==> src/rtl/frame_word_reader_if.sv <==
// Signal bundle between the frame word reader, the SDRAM read FIFO and the HPS.
// Word handshake: oWORD is offered with oWORD_VALID=1 and held stable until iWORD_ACK=1 is sampled;
// VALID then drops, and no new word is fetched until iWORD_ACK has been seen low again (four-phase).
interface frame_word_reader_if;
  logic        iSTART;
  logic        iABORT;
  logic [15:0] iRD_DATA;
  logic        oRD;
  logic        oRD_LOAD;
  logic [31:0] oWORD;
  logic        oWORD_VALID;
  logic        iWORD_ACK;
  logic [11:0] oWORD_COUNT;
  logic        oBUSY;
  logic        oFRAME_DONE;
  logic [2:0]  oSTATE;

  modport master (
    input  iSTART, iABORT, iRD_DATA, iWORD_ACK,
    output oRD, oRD_LOAD, oWORD, oWORD_VALID, oWORD_COUNT, oBUSY, oFRAME_DONE, oSTATE
  );

  modport slave (
    output iSTART, iABORT, iRD_DATA, iWORD_ACK,
    input  oRD, oRD_LOAD, oWORD, oWORD_VALID, oWORD_COUNT, oBUSY, oFRAME_DONE, oSTATE
  );
endinterface

==> src/rtl/frame_word_reader.sv <==
// Reads one black/white frame from the SDRAM read FIFO and hands it to the HPS
// as 32-pixel words, LSB = first pixel, over a four-phase valid/ack handshake.
module frame_word_reader #(
  parameter int FRAME_PIXELS = 76800,
  parameter int PIX_BIT      = 13,
  parameter int LOAD_CYCLES  = 4
) (
  input  logic iCLK,
  input  logic iRST_N,
  frame_word_reader_if.master bus
);

  typedef enum logic [2:0] {
    IDLE    = 3'd0,
    LOAD    = 3'd1,
    FETCH   = 3'd2,
    PRESENT = 3'd3,
    ACK_LOW = 3'd4,
    DONE    = 3'd5
  } state_e;

  localparam logic [16:0] FRAME_END  = 17'(FRAME_PIXELS);
  localparam logic [5:0]  LOAD_LAST  = 6'(LOAD_CYCLES - 1);
  localparam logic [5:0]  FETCH_LAST = 6'd32;

  state_e      state_q, state_d;
  logic [5:0]  cyc_q, cyc_d;
  logic [31:0] shift_q, shift_d;
  logic [31:0] word_q, word_d;
  logic [16:0] pix_q, pix_d;
  logic [11:0] count_q, count_d;
  logic        pix_in;

  assign pix_in = bus.iRD_DATA[PIX_BIT];

  always_ff @(posedge iCLK or negedge iRST_N) begin
    if (!iRST_N) begin
      state_q <= IDLE;
      cyc_q   <= '0;
      shift_q <= '0;
      word_q  <= '0;
      pix_q   <= '0;
      count_q <= '0;
    end else begin
      state_q <= state_d;
      cyc_q   <= cyc_d;
      shift_q <= shift_d;
      word_q  <= word_d;
      pix_q   <= pix_d;
      count_q <= count_d;
    end
  end

  always_comb begin
    state_d = state_q;
    cyc_d   = cyc_q;
    shift_d = shift_q;
    word_d  = word_q;
    pix_d   = pix_q;
    count_d = count_q;
    if (bus.iABORT) begin
      state_d = IDLE;
    end else begin
      unique case (state_q)
        IDLE: begin
          if (bus.iSTART) begin
            state_d = LOAD;
            cyc_d   = '0;
            pix_d   = '0;
            count_d = '0;
          end
        end
        LOAD: begin
          if (cyc_q == LOAD_LAST) begin
            state_d = FETCH;
            cyc_d   = '0;
          end else begin
            cyc_d = cyc_q + 6'd1;
          end
        end
        FETCH: begin
          // FIFO data lags the read strobe by one cycle, so capture runs on cycles 1..32.
          if (cyc_q != 6'd0) shift_d = {pix_in, shift_q[31:1]};
          if (cyc_q == FETCH_LAST) begin
            state_d = PRESENT;
            word_d  = shift_d;
            pix_d   = pix_q + 17'd32;
          end else begin
            cyc_d = cyc_q + 6'd1;
          end
        end
        PRESENT: begin
          if (bus.iWORD_ACK) begin
            state_d = ACK_LOW;
            count_d = count_q + 12'd1;
          end
        end
        ACK_LOW: begin
          if (!bus.iWORD_ACK) begin
            if (pix_q < FRAME_END) begin
              state_d = FETCH;
              cyc_d   = '0;
            end else begin
              state_d = DONE;
            end
          end
        end
        DONE:    state_d = IDLE;
        default: state_d = IDLE;
      endcase
    end
  end

  assign bus.oRD         = (state_q == FETCH) && (cyc_q < FETCH_LAST);
  assign bus.oRD_LOAD    = (state_q == LOAD);
  assign bus.oWORD       = word_q;
  assign bus.oWORD_VALID = (state_q == PRESENT);
  assign bus.oWORD_COUNT = count_q;
  assign bus.oBUSY       = (state_q != IDLE);
  assign bus.oFRAME_DONE = (state_q == DONE);
  assign bus.oSTATE      = state_q;

endmodule

==> src/flat_wrapper.sv <==
// flat-port wrapper written by rule: the top's interface ports become plain ports
module frame_word_reader_flat 
#(
  parameter int FRAME_PIXELS = 76800,
  parameter int PIX_BIT      = 13,
  parameter int LOAD_CYCLES  = 4
)
  (iCLK, iRST_N, bus_iSTART, bus_iABORT, bus_iRD_DATA, bus_iWORD_ACK, bus_oRD, bus_oRD_LOAD, bus_oWORD, bus_oWORD_VALID, bus_oWORD_COUNT, bus_oBUSY, bus_oFRAME_DONE, bus_oSTATE);
  frame_word_reader_if bus_i ();
  input  logic iCLK;
  input  logic iRST_N;
  input wire logic [$bits(bus_i.iSTART)-1:0] bus_iSTART;
  input wire logic [$bits(bus_i.iABORT)-1:0] bus_iABORT;
  input wire logic [$bits(bus_i.iRD_DATA)-1:0] bus_iRD_DATA;
  input wire logic [$bits(bus_i.iWORD_ACK)-1:0] bus_iWORD_ACK;
  output wire logic [$bits(bus_i.oRD)-1:0] bus_oRD;
  output wire logic [$bits(bus_i.oRD_LOAD)-1:0] bus_oRD_LOAD;
  output wire logic [$bits(bus_i.oWORD)-1:0] bus_oWORD;
  output wire logic [$bits(bus_i.oWORD_VALID)-1:0] bus_oWORD_VALID;
  output wire logic [$bits(bus_i.oWORD_COUNT)-1:0] bus_oWORD_COUNT;
  output wire logic [$bits(bus_i.oBUSY)-1:0] bus_oBUSY;
  output wire logic [$bits(bus_i.oFRAME_DONE)-1:0] bus_oFRAME_DONE;
  output wire logic [$bits(bus_i.oSTATE)-1:0] bus_oSTATE;
  assign bus_i.iSTART = bus_iSTART;
  assign bus_i.iABORT = bus_iABORT;
  assign bus_i.iRD_DATA = bus_iRD_DATA;
  assign bus_i.iWORD_ACK = bus_iWORD_ACK;
  assign bus_oRD = bus_i.oRD;
  assign bus_oRD_LOAD = bus_i.oRD_LOAD;
  assign bus_oWORD = bus_i.oWORD;
  assign bus_oWORD_VALID = bus_i.oWORD_VALID;
  assign bus_oWORD_COUNT = bus_i.oWORD_COUNT;
  assign bus_oBUSY = bus_i.oBUSY;
  assign bus_oFRAME_DONE = bus_i.oFRAME_DONE;
  assign bus_oSTATE = bus_i.oSTATE;
  frame_word_reader #(.FRAME_PIXELS(FRAME_PIXELS), .PIX_BIT(PIX_BIT), .LOAD_CYCLES(LOAD_CYCLES)) u_core (.iCLK(iCLK), .iRST_N(iRST_N), .bus(bus_i));
endmodule
==> config.mk <==
export PLATFORM = sky130hd
export DESIGN_NAME = frame_word_reader_flat
export DESIGN_NICKNAME = d
export VERILOG_FILES = /design/src/rtl/frame_word_reader_if.sv /design/src/rtl/frame_word_reader.sv /design/src/flat_wrapper.sv
export SDC_FILE = /design/constraint.sdc
export NUM_CORES = 1
export LEC_CHECK = 0
export CAP_MARGIN = 10
export CORE_MARGIN = 8
export CORE_UTILIZATION = 45
export DETAILED_ROUTE_END_ITERATION = 7
export PLACE_DENSITY = 0.69
export SETUP_SLACK_MARGIN = 0.15
export SLEW_MARGIN = 20
export SYNTH_ARGS = -nofsm -noshare
export SYNTH_HDL_FRONTEND = slang
export SYNTH_SLANG_ARGS = --single-unit
==> constraint.sdc <==
create_clock -name iCLK -period 4 [get_ports iCLK]
set_input_delay 0.8 -clock iCLK [delete_from_list [all_inputs] [get_ports iCLK]]
set_output_delay 0.8 -clock iCLK [all_outputs]
set_load 0.03 [all_outputs]
======== After elaboration in Yosys (flattened, before gate mapping) ========
Index checks and enable logic that the tools add are counted.
W data, S select, Z words.
cells by class
  $add $sub $neg .......................... 3
  $mul .................................... 0
  div/mod/pow operators ................... 0
  $lt $le $gt $ge ......................... 2
  eq/ne operators ......................... 18
  shift operators ......................... 0
  multiplexer cells ....................... 21
  bitwise gates (word level) .............. 1
  reduce and logical (&&, ||, !) cells .... 13
operator list
  operator                 count
  $mux W17                 2
  $pmux W17 S2             1
  $mux W32                 1
  $mux W6                  5
  $mux W12                 2
  $pmux W12 S2             1
  $pmux W6 S4              1
  $mux W3                  7
  $add A17 B6 Y17 const B  1
  $lt A17 B17 Y1 const B   1
  $pmux W3 S5              1
  $add A12 B1 Y12 const B  1
  $ne A3 B3 Y1 const B     3
  $ne A2 B2 Y1 const B     4
  $reduce_and A4 Y1        2
  $add A6 B1 Y6 const B    1
  $eq A3 B2 Y1 const B     2
  $eq A3 B3 Y1 const B     2
  $eq A6 B2 Y1 const B     1
  $eq A6 B6 Y1 const B     1
  $lt A6 B6 Y1 const B     1
  $ne A3 B2 Y1 const B     2
  $reduce_and A6 Y1        1
  $reduce_bool A6 Y1       1
  11 further kinds         13
word-level totals
  flip-flop bits (word level) ............. 102
  latch bits .............................. 0
  memory bits (writable) .................. 0
  ROM bits ................................ 0
  input port bits ......................... 21
  output and inout port bits .............. 52
  logic and storage cells ................. 64
  memories kept ........................... 0

======== Logic depth before layout (Yosys ltp) ========
Gate-level depths: netlist of the first run.
  word-level depth ........................ 5
  depth in mapped cells ................... 7
  depth with buffers taken out ............ 6

======== Worst setup path before layout of the first run ========
OpenSTA, ideal clock, no wires.
  path kind ............................... input-to-reg
  start point ............................. in bus_iABORT
  end point ............................... reg u_core.pix_q[11]
  library setup time ...................... 0.077 ns
  arrival ................................. 2.563 ns
  data required time ...................... 3.923 ns
  slack ................................... 1.360 ns
  stages on the path ...................... 7
  buffers on the path ..................... 3
  path through ............................ buf_6 or4b_1 clkbuf_2 or4_1 buf_2 or3_1 a21oi_1
on the way
  longest elaborated chain between the ends .. 2
RTL lines
  item                                line                     RTL
  start: declaration                  flat_wrapper.sv:13       input wire logic [$bits(bus_i.iABORT)-1:0] bus_iABORT;
  $not A1 Y1 (no source line)         n/a
  $reduce_and A4 Y1 (no source line)  n/a
  end signal: assignment              frame_word_reader.sv:49  pix_q <= pix_d;
  end: declaration                    frame_word_reader.sv:30  logic [16:0] pix_q, pix_d;
Every way passes these cells.
A chain may end at the register's enable or synchronous reset.

======== Final worst setup path of the first run ========
  start point ............................. reg u_core.state_q[2] (netlist: u_core.bus.oSTATE[2])
  end point ............................... out bus_oFRAME_DONE
on the way
  longest elaborated chain between the ends .. 1
RTL lines
  item                      line                      RTL
  start: declaration        frame_word_reader.sv:26   state_e state_q, state_d;
  start signal: assignment  frame_word_reader.sv:45   state_q <= state_d;
  $eq A3 B3 Y1              frame_word_reader.sv:120  assign bus.oFRAME_DONE = (state_q == DONE);
  end: declaration          flat_wrapper.sv:22        output wire logic [$bits(bus_i.oFRAME_DONE)-1:0] bus_oFRAME_DONE;
Every way passes these cells.

==> results of run 1 <==
## cell type report
cell class / instances / area share (%)
Clock inverter: 7 / 1.127
Clock buffer: 9 / 2.374
Timing Repair Buffer: 61 / 11.46
Multi-Input combinational cell: 231 / 34.65
Inverter: 16 / 1.151
Sequential cell: 96 / 46.04
Tap cell: 133 / 3.189
## through the flow
stage	hold slack [ns]	instance area, µm²	std cells
floorplan	0.4750	4349	360
global placement	0.4888	5035	537
detailed placement	0.4950	5035	537
CTS	0.5200	5218	553
global route	0.5400	5218	553
finish	0.5154	5218	553
## kinds of logic after synthesis
kind of cell	Yosys count	synth area share (%)
DFF	96	55.24
and+or+nand+nor	88	11.22
muxes	67	17.23
AOI/OAI and AO/OA	62	9.552
buffers and inverters	33	3.596
xor gates and xnor gates	10	2.014
adders and majority gates	4	1.151
## state kept, by name, summed over array words and instances, names as in the netlist
register,count
u_core.bus.oSTATE,3
u_core.bus.oWORD,32
u_core.bus.oWORD_COUNT,12
u_core.cyc_q,6
u_core.pix_q,12
u_core.shift_q,31
## power by group through the flow
stage	Clock [mW]	Combinational (mW)	Sequential (mW)
after floorplan	0	0.238	1.07
after global placement	0	0.323	1.08
after detailed placement	0	0.330	1.09
after CTS	0.617	0.331	1.07
after global routing	0.653	0.363	1.08
final	0.591	0.327	1.07
## cell usage after synthesis (6+ instances only)
cell type and instances:
inv_1 15, xnor2_1 9, nand2b_1 7, nor2_1 16, buf_2 7, dfrtp_1 96, nand2_1 14, clkbuf_1 6
o211ai_1 7, a21oi_1 12, mux2_2 63, or3_1 8, o21ai_0 16, nand3_1 14
## final timing paths
check | to | slack (ns) | start | cells after the start
max | bus_oFRAME_DONE | 0.92 | u_core.bus.oSTATE[2]$_DFFE_PN0P_ | 3
min reg2reg | u_core.bus.oWORD[16]$_DFFE_PN0P_ | 0.52 | u_core.bus.oWORD[16]$_DFFE_PN0P_ | 1
min | u_core.bus.oWORD[16]$_DFFE_PN0P_ | 0.52 | u_core.bus.oWORD[16]$_DFFE_PN0P_ | 1
max reg2reg | u_core.pix_q[11]$_DFFE_PN0P_ | 1.43 | u_core.bus.oSTATE[0]$_DFFE_PN0P_ | 4
max in group asynchronous | u_core.shift_q[21]$_DFFE_PN0P_ | 2.57 | iRST_N | 2
min in group asynchronous | u_core.bus.oWORD_COUNT[9]$_DFFE_PN0P_ | 0.57 | iRST_N | 1
## cell usage in the layout (no fill, tap or decap), types with 2 or more instances in the layout
master	Yosys	final
a2111oi_0	4	4
a211oi_1	5	5
a21oi_1	12	11
and3_1	4	4
buf_4	0	5
clkbuf_8	0	9
clkdlybuf4s50_1	0	56
dfrtp_1	96	96
ha_1	4	4
inv_1	15	15
inv_6	0	4
mux2_2	63	63
mux2i_1	4	4
nand2_1	14	14
nand2b_1	7	7
nand3_1	14	14
nand4_1	5	5
nor2_1	16	16
nor3_1	4	4
nor3b_1	2	2
nor4_1	3	3
o2111ai_1	3	3
o211ai_1	7	7
o21a_1	2	2
o21ai_0	16	16
o31ai_1	3	3
or3_1	8	8
xnor2_1	9	9
## metal layers
metal	part of all wire [%]	global-route usage (%)
met4	1.1	5.058
met5	0	0
met2	46	21.65
met1	46	17.51
met3	6.8	4.536
==> run_results.csv, run 1 <==
group,metric,value,unit
floorplan,rows,36,
power,power,1.986,mW
place,numPortBuffers,57,
layout,layout.nets,440,
yosys,synth-edff-count,0,
setup_path,path_cells,"clkinv_1 > nor2_1 > clkdlybuf4s50_1",
outcome,status,"finished, final reports clean",
drt,wl_per_cell,15.31,µm
global_route,grt_pass1_wl,14750,µm
sta,setup_slack,0.9212,ns
setup_path,endpoint_kind,"primary output",
clock_network,ctsResizeCount,0,
drt,ant_nets,0,
yosys,synth_cells,360,
global_route,grt_overflow,0,
floorplan,die_h,114.3,µm
global_route,track_usage,13.85,%
sta,rsz0062_at_grt,"false",
clock_network,cts_setup_buffers,0,
global_route,grt_pass1_vias,3079,
layout,syn_to_final_growth,19.97,%
yosys,syn_nets,385,
layout,drive_above_1_share,21.67,%
floorplan,die-area,13070,µm²
drt,drt-initial-drc-count,108,
yosys,syn_area_per_cell,12.08,µm²
yosys,async_flop_share,100.0,%
yosys,synth.area.top_cells,"dfrtp_1, mux2_2, o21ai_0",
setup_path,required,3.20,ns
place,dp_hpwl,5734,µm
power,pwr-share-seq,53.8,%
power,powerDensity,380.6,nW/µm²
yosys,syn_area,4349,µm²
layout,fin_util,54.38,%
sta,max_clock_freq,0.3248,GHz
sta,hold_viol,0,
yosys,synth_top_area_cell,"dfrtp_1",
clock_network,cts_buffer_depth,2,
sta,layout_min_cycle_time,3.079,ns
clock_network,root_buffer,"clkbuf_8",
global_route,grt_start_max_net_pins,78,
sta,finalClockSkew,0.01355,ns
sta,setup_tns,0,ns
drt,firstDrtPassIters,5,
power,cellInternalPower,1.360,mW
setup_path,cp.arrival,2.28,ns
floorplan,core_area,9594,µm²
place,pre_cts_slack,0.8132,ns
yosys,ys_seq_area_share,55.24,%
power,p_leak,2.297,nW
drt,via_count,2979,
layout,antennaDiodeCount,0,
clock_network,insertion_delay,0.36,ns
sta,fin_crit_sh,76.97,%
power,switchingPower,625.5,µW
yosys,yosys.cell_types.count,51,
min_path,hold_class,"reg2reg",
setup_path,critPathBufInv,2,
clock_network,cts.htree.levels,3,
power,ir_worst_vdd,0.0002407,V
run,cap_violations,0,
floorplan,die_w,114.3,µm
power,power_switching_share,31.50,%
setup_path,critPathKind,"reg2out",
yosys,yosysWarnings,0,
clock_network,hold_buffers,0,
clock_network,path_clk_slew,0.09,ns
layout,multi_input_area,1808,µm²
yosys,synth_seq_cells,96,
global_route,antenna_found_initial,0,
power,power_frac_clock,29.8,%
clock_network,cts_sinks,96,
sta,setup_viol,0,
floorplan,start_util,45.33,%
floorplan,io_pins,73,
yosys,yosysTopAreaCellShare,55.24,%
setup_path,worst-path-max-fanout,16,
clock_network,cts_buffers,9,
power,power_frac_comb,16.5,%
layout,num-fill-cells,842,
layout,ff_latch_area,2402,µm²
setup_path,cp_slowest_cell,"clkdlybuf4s50_1",
place,gp_congestion,0.7887,
setup_path,crit_family,"buffers and inverters",
setup_path,slowest_delay,0.69,ns
sta,tightestPinTransition,0.9413,ns
drt,drc_errors,0,
yosys,synth_top_flop_cell,"dfrtp_1",
drt,vias_per_cell,5.387,
sta,drv_slew,0,
clock_network,cts_tree,"done",
drt,wirelength,8466,µm
sta,max-slew-margin-rel,37.25,%
setup_path,critPathLaunchType,"flop",
Note: power is estimated with default switching activity, not from simulation.
==> run 2, diff against run 1 <==
- PLACE_DENSITY: 0.69 -> 0.72
- clock period: 4 -> 2.6 ns (I/O delays scaled with it)
==> run 2 against run 1 <==
Compared with the run above: clock skew is 0.0044 ns higher; core utilization is 1.7 points higher; via count is 2.9% higher; clock power is 60% higher; sequential cell count stayed put; non-clock buffer count is 16 higher; critical path depth is 2 higher; count of clock-buffer cells in the layout is 1 higher; global-route usage is 0.57 points higher; setup slack worse by 0.71 ns; cell count is 2.9% higher; critical path type is now in2reg.
==> run_results.csv, run 2 (synthesized netlist as in run 1, its figures left out) <==
group,metric,value,unit
layout,fin_util,56.13,%
clock_network,cts_sinks,96,
sta,rsz0062_at_grt,"false",
sta,setup_slack,0.2154,ns
place,dp.cells,553,
floorplan,core_area,9594,µm²
power,powerDensity,584.4,nW/µm²
layout,syn_to_final_growth,23.82,%
sta,holdWs,0.1136,ns
clock_network,cts_buffers,9,
layout,final_common_cell,"dfrtp_1",
clock_network,insertion_delay,0.36,ns
sta,setup_tns,0,ns
setup_path,critPathLaunchType,"primary input",
sta,drv_slew,0,
global_route,grt_pass1_wl,15260,µm
setup_path,worst-path-max-fanout,7,
global_route,antenna_found_initial,0,
drt,wl_per_cell,15.59,µm
setup_path,slowest_delay,0.62,ns
power,power_frac_clock,30.1,%
floorplan,die_w,114.3,µm
min_path,hold_class,"in2async",
power,pwr-share-seq,51.8,%
clock_network,path_clk_slew,0.10,ns
setup_path,required,2.88,ns
global_route,grt_start_max_net_pins,41,
global_route,track_usage,14.41,%
layout,fin_cells,569,
power,p_leak,2.411,nW
run,cap_violations,0,
sta,layout_min_cycle_time,2.385,ns
floorplan,rows,36,
place,gp_congestion,0.8113,
drt,vias_per_cell,5.387,
floorplan,io_pins,73,
outcome,status,"finished, final reports clean",
drt,drc_errors,0,
place,pre_cts_slack,-0.1536,ns
layout,largest_reg_flops,32,
floorplan,die_h,114.3,µm
layout,most-common-layout-cells,"dfrtp_1, mux2_2, clkdlybuf4s50_1, buf_4",
power,power,3.147,mW
floorplan,die-area,13070,µm²
clock_network,cts_buffer_depth,2,
power,switchingPower,982.4,µW
drt,via_count,3065,
clock_network,root_buffer,"clkbuf_8",
global_route,grt_pass1_vias,3202,
power,power_frac_comb,18.1,%
sta,fin_crit_sh,91.72,%
sta,max_clock_freq,0.4194,GHz
drt,drt-initial-drc-count,133,
drt,wirelength,8871,µm
layout,drive_above_1_share,24.77,%
clock_network,cts.htree.levels,3,
layout,num-fill-cells,797,
clock_network,hold_buffers,0,
setup_path,cp.arrival,2.66,ns
power,ir_worst_vdd,0.0004338,V
place,place_area,5192,µm²
layout,final_area,5385,µm²
layout,layout.nets,456,
drt,ant_nets,0,
power,cellInternalPower,2.165,mW
layout,antennaDiodeCount,0,
setup_path,endpoint_kind,"flop",
drt,firstDrtPassIters,4,
floorplan,start_util,45.33,%
place,numPortBuffers,57,
sta,finalClockSkew,0.01793,ns
place,dp_hpwl,6234,µm
sta,tightestPinTransition,0.5487,ns
sta,hold_viol,0,
sta,setup_viol,0,
global_route,grt_overflow,0,
setup_path,path_cells,"clkdlybuf4s50_1 > or4b_1 > or4_1 > or3_1 > a21oi_1",
power,power_switching_share,31.22,%
setup_path,cp_slowest_cell,"or4_1",
clock_network,cts_tree,"done",
sta,max-slew-margin-rel,62.48,%
setup_path,critPathKind,"in2reg",
## run 2: changes by cell type in the layout (fill, tap and decap cells not counted), moves of 2 or more
| cell | before | now |
|---|---|---|
| buf_4 | 5 | 18 |
| clkinv_4 | 0 | 2 |
| buf_12 | 0 | 3 |
| clkdlybuf4s50_1 | 56 | 51 |
| dlygate4sd2_1 | 0 | 5 |
## run 2: repair_timing
action / CTS / global route
gates resized for setup: 6 / 0
buffers inserted: 0 / 0
setup endpoints to repair: 5 / 0
## run 2: cell type report
class / instances / area [µm²] / share of cell area (%)
Clock buffer: 10 / 137.6 / 2.556
Clock inverter: 6 / 60.06 / 1.115
Inverter: 16 / 60.06 / 1.115
Multi-Input combinational cell: 231 / 1808 / 33.57
Sequential cell: 96 / 2404 / 44.63
Tap cell: 133 / 166.4 / 3.090
Timing Repair Buffer: 77 / 749.5 / 13.92
## run 2: worst paths after layout
check / from / end / slack, ns / cells after the start
max: bus_iABORT / u_core.pix_q[15]$_DFFE_PN0P_ / 0.22 / 5
min: iRST_N / u_core.bus.oWORD_COUNT[3]$_DFFE_PN0P_ / 0.11 / 1
min in group iCLK: u_core.bus.oWORD[16]$_DFFE_PN0P_ / u_core.bus.oWORD[16]$_DFFE_PN0P_ / 0.51 / 1
max in group asynchronous: iRST_N / u_core.pix_q[16]$_DFFE_PN0P_ / 1.81 / 2
min reg2reg: u_core.bus.oWORD[16]$_DFFE_PN0P_ / u_core.bus.oWORD[16]$_DFFE_PN0P_ / 0.51 / 1
max reg2reg: u_core.bus.oSTATE[2]$_DFFE_PN0P_ / u_core.pix_q[15]$_DFFE_PN0P_ / 0.28 / 4
## run 2: worst max-delay path: cells and delay by family
kind | cells | cell delay (ns)
AOI/OAI and AO/OA | 1 | 0.15
buffers and inverters | 1 | 0.44
and+or+nand+nor | 3 | 1.55
## run 2: metal layers
| layer | vias to the layer above | track usage, % | part of all wire [%] |
|---|---|---|---|
| li1 | 1460 | - | - |
| met5 | - | 0 | 0 |
| met3 | 8 | 5.643 | 7.6 |
| met2 | 69 | 24.01 | 47 |
| met1 | 1528 | 16.75 | 44 |
| met4 | 0 | 4.348 | 1.0 |
## run 2: power groups by stage
stage / Combinational, mW / Clock [mW] / Sequential, mW
finish: 0.569 / 0.947 / 1.63
global route: 0.623 / 1.04 / 1.65
CTS: 0.574 / 0.981 / 1.63
detailed placement: 0.582 / 0 / 1.66
global placement: 0.569 / 0 / 1.66
floorplan: 0.367 / 0 / 1.65
